`config.mk`:
```
export PLATFORM = sky130hd
export DESIGN_NAME = event_debounce_pulse
export DESIGN_NICKNAME = d
export VERILOG_FILES = /design/src/rtl/event_debounce_pulse.sv
export SDC_FILE = /design/constraint.sdc
export NUM_CORES = 1
export LEC_CHECK = 0
export ABC_AREA = 1
export ABC_CLOCK_PERIOD_IN_PS = 3500
export CAP_MARGIN = 20
export CORE_MARGIN = 10
export CORE_UTILIZATION = 40
export CTS_CLUSTER_DIAMETER = 200
export DETAILED_ROUTE_END_ITERATION = 10
export GPL_TIMING_DRIVEN = 0
export SYNTH_ARGS = -nofsm -noshare
export SYNTH_HDL_FRONTEND = slang
export SYNTH_SLANG_ARGS = --single-unit
```
`constraint.sdc`:
```
create_clock -name CLK -period 3.5 [get_ports CLK]
set_clock_uncertainty 0.2 [all_clocks]
set_input_delay 0.35 -clock CLK [delete_from_list [all_inputs] [get_ports CLK]]
set_output_delay 0.35 -clock CLK [all_outputs]
set_load 0.02 [all_outputs]
```
`src/rtl/event_debounce_pulse.sv`:
```
// event_debounce_pulse: synchronise, debounce and edge-detect a raw event line.
// CLK/RST(async, low) | enable_i, event_i -> increment_o, level_o, busy_o
//
// Ports:
//   CLK          system clock, rising edge
//   RST          asynchronous reset, active-low
//   enable_i     1 = pulses allowed; 0 = increment_o held 0, debouncer keeps running
//   event_i      raw asynchronous event input, active-high
//   increment_o  one-cycle pulse per qualified edge (to the counter's increment_i)
//   level_o      debounced level of event_i
//   busy_o       1 while a rising or falling edge is being qualified
//
// Optional feature macro: EVENT_BOTH_EDGES_EN
//   When defined, a qualified falling edge also emits an increment_o pulse.
module event_debounce_pulse #(
  parameter int SYNC_STAGES     = 2,
  parameter int DEBOUNCE_CYCLES = 1000,
  parameter int DBC_WIDTH       = 10
) (
  input  logic CLK,
  input  logic RST,
  input  logic enable_i,
  input  logic event_i,
  output logic increment_o,
  output logic level_o,
  output logic busy_o
);

  typedef enum logic [1:0] {
    S_LOW,
    S_RISE_CHK,
    S_HIGH,
    S_FALL_CHK
  } state_t;

  localparam logic [DBC_WIDTH-1:0] DBC_LAST =
    DBC_WIDTH'(DEBOUNCE_CYCLES - 1);

  logic [SYNC_STAGES-1:0] sync_q;
  logic [SYNC_STAGES-1:0] sync_d;
  logic                   sync_s;

  state_t                 state_q;
  logic [DBC_WIDTH-1:0]   dbc_q;
  logic                   level_q;
  logic                   inc_q;

  // Stage 0 takes the raw line; the last stage feeds the FSM.
  assign sync_d = {sync_q[SYNC_STAGES-2:0], event_i};
  assign sync_s = sync_q[SYNC_STAGES-1];

  always_ff @(posedge CLK or negedge RST) begin
    if (!RST) begin
      sync_q <= '0;
    end else begin
      sync_q <= sync_d;
    end
  end

  always_ff @(posedge CLK or negedge RST) begin
    if (!RST) begin
      state_q <= S_LOW;
      dbc_q   <= '0;
      level_q <= 1'b0;
      inc_q   <= 1'b0;
    end else begin
      // Pulse lasts one cycle unless a transition below sets it.
      inc_q <= 1'b0;
      case (state_q)
        S_LOW: begin
          if (sync_s) begin
            state_q <= S_RISE_CHK;
            dbc_q   <= '0;
          end
        end
        S_RISE_CHK: begin
          if (!sync_s) begin
            state_q <= S_LOW;
          end else if (dbc_q == DBC_LAST) begin
            state_q <= S_HIGH;
            level_q <= 1'b1;
            inc_q   <= enable_i;
          end else begin
            dbc_q <= dbc_q + DBC_WIDTH'(1);
          end
        end
        S_HIGH: begin
          if (!sync_s) begin
            state_q <= S_FALL_CHK;
            dbc_q   <= '0;
          end
        end
        S_FALL_CHK: begin
          if (sync_s) begin
            state_q <= S_HIGH;
          end else if (dbc_q == DBC_LAST) begin
            state_q <= S_LOW;
            level_q <= 1'b0;
`ifdef EVENT_BOTH_EDGES_EN
            inc_q   <= enable_i;
`else
            inc_q   <= 1'b0;
`endif
          end else begin
            dbc_q <= dbc_q + DBC_WIDTH'(1);
          end
        end
        default: begin
          state_q <= S_LOW;
          dbc_q   <= '0;
        end
      endcase
    end
  end

  assign increment_o = inc_q;
  assign level_o     = level_q;
  assign busy_o      = (state_q == S_RISE_CHK) ||
                       (state_q == S_FALL_CHK);

endmodule

```
# [Yosys cells after proc, flatten, opt, wreduce, memory -nomap -nowiden]
# Cells that the tools add are included.
[op_classes] n_eq_ne=12 n_mux=21 n_reduce_logical=6 addsub=1
[op_table] cell="$mux W10" n=5
[op_table] cell="$pmux W10 S4" n=1
[op_table] cell="$mux W2" n=6
[op_table] cell="$ne A2 B2 Y1 const B" n=6
[op_table] cell="$add A10 B1 Y10 const B" n=1
[op_table] cell="$eq A10 B10 Y1 const B" n=1
[op_table] cell="$pmux W2 S4" n=1
[op_table] cell="$reduce_and A4 Y1" n=2
[op_table] cell="$mux W1" n=7
[op_table] cell="$ne A3 B3 Y1 const B" n=2
[op_table] cell="$reduce_and A5 Y1" n=1
[op_table] cell="$eq A2 B2 Y1 const B" n=2
[op_table] cell="$eq A2 B1 Y1 const B" n=1
[op_table] cell="$logic_not A2 Y1" n=1
[op_table] cell="$pmux W1 S2" n=1
[op_table] cell="$reduce_bool A2 Y1" n=1
[op_table] cell="$logic_or A1 B1 Y1" n=1
[word_totals] elab_cells=45 ff_bits=16 input_bits=4 out_inout_bits=3

# [Depth between registers and ports, before layout]
[depth] word_depth=4 ltp_mapped=8 mapped_depth_nobuf=8

# [Worst setup path after synthesis]
# OpenSTA, ideal clock, no wires.
[synth_path] path_type="reg-to-reg" start="register dbc_q[0]" end="register dbc_q[4]" path_slack_ns=1.890 t_required_ns=3.226 period_less_slack_ns=1.610 setup_ns=0.074 arrival_time_ns=1.336 path_buffers=1 path_stages_with_launch=9 cell_sequence="dfrtp_1 ha_1 nand2_2 nor2_4 nand3_4 nand2_4 buf_12 nand2_1 o21ai_2"
[synth_between] elab_chain_len=4 word_cells_on_any_way=6 classes_between="1 x add/sub; 1 x eq/ne; 4 x mux"
[synth_rtl] item="start: declaration" line="44" rtl="logic [DBC_WIDTH-1:0] dbc_q;"
[synth_rtl] item="start signal: assignment" line="84" rtl="dbc_q <= dbc_q + DBC_WIDTH'(1);"
[synth_rtl] item="start signal: assignment" line="105" rtl="dbc_q <= dbc_q + DBC_WIDTH'(1);"
[synth_rtl] item="$add A10 B1 Y10 / $eq A10 B10 Y1 (equally long branches)"
[synth_rtl] item="$mux W10 *" line="79, 96"
[synth_rtl] item="$mux W10 (on tied branches)" line="94, 77"
[synth_rtl] item="$pmux W10 S4 *" line="69" rtl="case (state_q)"
# Every way passes the cells marked *; elsewhere a longest branch is shown, timed or not. The select of a mux whose other input is x is not followed.
# A chain may end at the register's enable or synchronous reset.

# [Worst setup path in the final report]
[layout_path] start="register state_q[0]" end="output port busy_o"
[layout_between] elab_chain_len=2 word_cells_on_any_way=3 classes_between="2 x eq/ne; 1 x reduce/logical"
[layout_rtl] item="start: declaration" line="43" rtl="state_t state_q;"
[layout_rtl] item="start signal: assignment" line="62" rtl="state_q <= S_LOW;"
[layout_rtl] item="start signal: assignment" line="72" rtl="state_q <= S_RISE_CHK;"
[layout_rtl] item="start signal: assignment" line="78" rtl="state_q <= S_LOW;"
[layout_rtl] item="$eq A2 B1 Y1 / $eq A2 B2 Y1 (equally long branches)" line="118, 119"
[layout_rtl] item="$logic_or A1 B1 Y1 *" line="118" rtl="assign busy_o = (state_q == S_RISE_CHK) ||"
[layout_rtl] item="end: declaration" line="26" rtl="output logic busy_o"
# Every way passes the cells marked *; elsewhere a longest branch is shown, timed or not.

==> out/summary.txt <==
fin nets - 133
synth unique cells - 22
crit-path max cell delay - 590 ps
Tcrit/Tclk final - 59.4%
IR drop worst, VDD - 0.000308 V
I/O Buffers - 6
Synth Area in Compound Gates - 8.41%
Top Ports - 7
Multi-input gate area - 448 sq um
worst reg2reg startpoint - dbc_q[0]
GRT Overall Usage - 8.54%
layout overhead on the synthesized area - 14.2%
Slew headroom - 49.3%
Final setup viols - 0
CTS Hold Bufs - 0
post-DR vias/cell - 4.71
number of fill cells - 231
Final TNS setup - 0 ps
sequential area share after synthesis - 43.4%
Core Util, Final - 47.6%
post-CTS sizing - 0
CTS max path bufs - 2
P_leak - 0.466 nW
Die ar. - 0.00463 sq mm
hold_sp - sync_q[0]
max capacitance violation total - 0
Slew Limit Fails - 0
area of the mapped netlist - 922 sq um
CP cell instances - buf_2, clkdlybuf4s50_1
top-count cell post-synth - nand2_1
crit path kind - flop to primary output
fraction of registers with async set/reset - 100%
Synth warnings - 0
die width - 68.0 um
Crit. End Element - primary output
clk sink count - 16
sw frac - 24.2%
crit path from - state_q[0]
Fmax - 0.481 GHz
FF+latch count, synth - 16
TritonCTS clock tree - yes
Routed Antenna Nets - 0
post-synthesis simple-gate area fraction - 37.0%
top cells by area, synth - dfrtp_1, nand2_1, nand3_1
Post-CTS Setup Bufs - 0
combinational power share - 8.5%
drt pass-1 iters - 5
PD cells - 335 mW/mm^2
syn avg cell area - 7.88 sq um
initial antenna violation count - 0
largest net degree at the start of global routing - 17
CTS clk-pin slew, worst paths - 100 ps
syn_nets - 122
top cell type's share of synthesized area - 43.4%
CP startpoint kind - flop
vias in the first global route - 723
placed wire-length estimate - 1.35 mm
RSZ-0062 raised after global routing - no
worst slew pin tran - 758 ps
post-synthesis adder-cell area fraction - 1.36%
top_reg_cell synth - dfrtp_1
DRT iter0 DRCs - 10
leading area contributor after synthesis - dfrtp_1
Core ar. - 0.00221 sq mm
RD Place Congestion - 0.869
Syn Inst Count - 117
first-pass GRT wire length - 3.06 mm
Tmin final - 2080 ps
Synth Area in XOR/XNOR - 1.76%
total CTS buffers - 3
worst hold path type - flop to flop
Hold Violations, Final - 0
Arr. time, crit path - 1530 ps
WP buf/inv - 2
largest family of logic cells by synthesized area - simple AND/OR/NAND/NOR gates
CP max FO - 7
final hold slack - 159 ps
final wirelength - 1.72 mm
status - complete, no violations
Initial Util - 41.7%
Post-synth EDFFs - 0
Antenna Cells - 0
gr ovfl total - 0
slowest CP cell - clkdlybuf4s50_1
register area - 400 sq um
DR DRC count - 0
routed len/inst - 11.1 um
clock share of power - 35.2%
Worst-Skew Late Latency - 290 ps
Req. time, crit path - 2950 ps
layout cells sized above 1 - 17.3%
clock root cell - clkbuf_4
CP top delay family - buffers and inverters
NetSw - 0.0854 mW
sequential share of power - 56.3%
most frequent cells after synthesis - nand2_1, dfrtp_1, inv_1
H-tree lvl count - 1
Int Power - 0.267 mW
mux cell area share after synthesis - 0%
Die Height - 68.0 um
row count - 17
Vias - 730
sequential cells by signal (all words and copies together), names as in the netlist, named ones only:
| register | flops |
|---|---|
| level_o | 1 |
| state_q | 1 |
| sync_q | 2 |
| increment_o | 1 |
| dbc_q | 10 |
area by class of cell:
type	count	area share, %
multi-input cells	86	42.5
flip-flops and latches	16	38.0
repair buffers	6	5.70
inverters	13	4.63
clock buffers	4	3.44
well taps	28	3.33
plain buffers	2	2.38
through the flow:
stage                     total power, mW  instances  cell area, sq um  setup slack (ps)
final                               0.353        155              1050              1420
after global routing                0.369        155              1050              1330
after global placement              0.233        151              1020              1730
after CTS                           0.359        155              1050              1390
after detailed placement            0.233        151              1020              1700
after floorplan                     0.220        117               922              1890
power groups by stage:
stage / Sequential [mW] / Clock [mW] / Combinational, mW
final: 0.199 / 0.124 / 0.0301
after detailed placement: 0.203 / 0 / 0.0305
after floorplan: 0.201 / 0 / 0.0197
after CTS: 0.199 / 0.129 / 0.0307
after global routing: 0.201 / 0.134 / 0.0337
after global placement: 0.203 / 0 / 0.0304
path summary, 6_finish.rpt:
kind / slack [ps] / depth (start not counted) / to
max in group asynchronous: 2330 / 1 / dbc_q[5]
worst max register to register: 1710 / 8 / dbc_q[4]
worst min register to register: 160 / 0 / sync_q[1]
min in group asynchronous: 300 / 1 / dbc_q[2]
worst max-delay path: 1420 / 2 / busy_o
worst min-delay path: 160 / 0 / sync_q[1]
cell families (layout without fill, tap and decap cells):
logic type | Yosys count | count (layout)
adder cells (fa/ha/maj) | 1 | 1
XOR/XNOR | 1 | 1
flip-flops | 16 | 16
buffers and inverters | 15 | 25
AND/OR/NAND/NOR | 72 | 72
AO/OA/AOI/OAI | 12 | 12
per-layer routing:
layer,share of wire [%],wire (um),track usage (%),vias up
met5,0,0,0,-
met4,0.93,16,5.28,0
met3,4.4,75,2.61,2
met2,46,785,13.1,10
met1,49,844,10.2,332
li1,-,-,-,386
cells in the final DEF (no fill, tap or decap):
cell and instances:
nand3_1 10, nand2_2 4, clkbuf_8 1, nor2_1 10, clkdlybuf4s50_1 6, nor2_2 2, nor3b_1 1, nand2_1 39
buf_2 1, ha_1 1, nand2_4 1, nand3_4 1, o21bai_1 1, o21ai_0 4, clkbuf_4 3, xor2_2 1
o21ai_1 3, nor2_4 1, o21ai_2 4, buf_12 1, nand3_2 1, or2_2 1, inv_1 13, dfrtp_1 16
nand4_1 1
(Power assumes the default switching activity.)
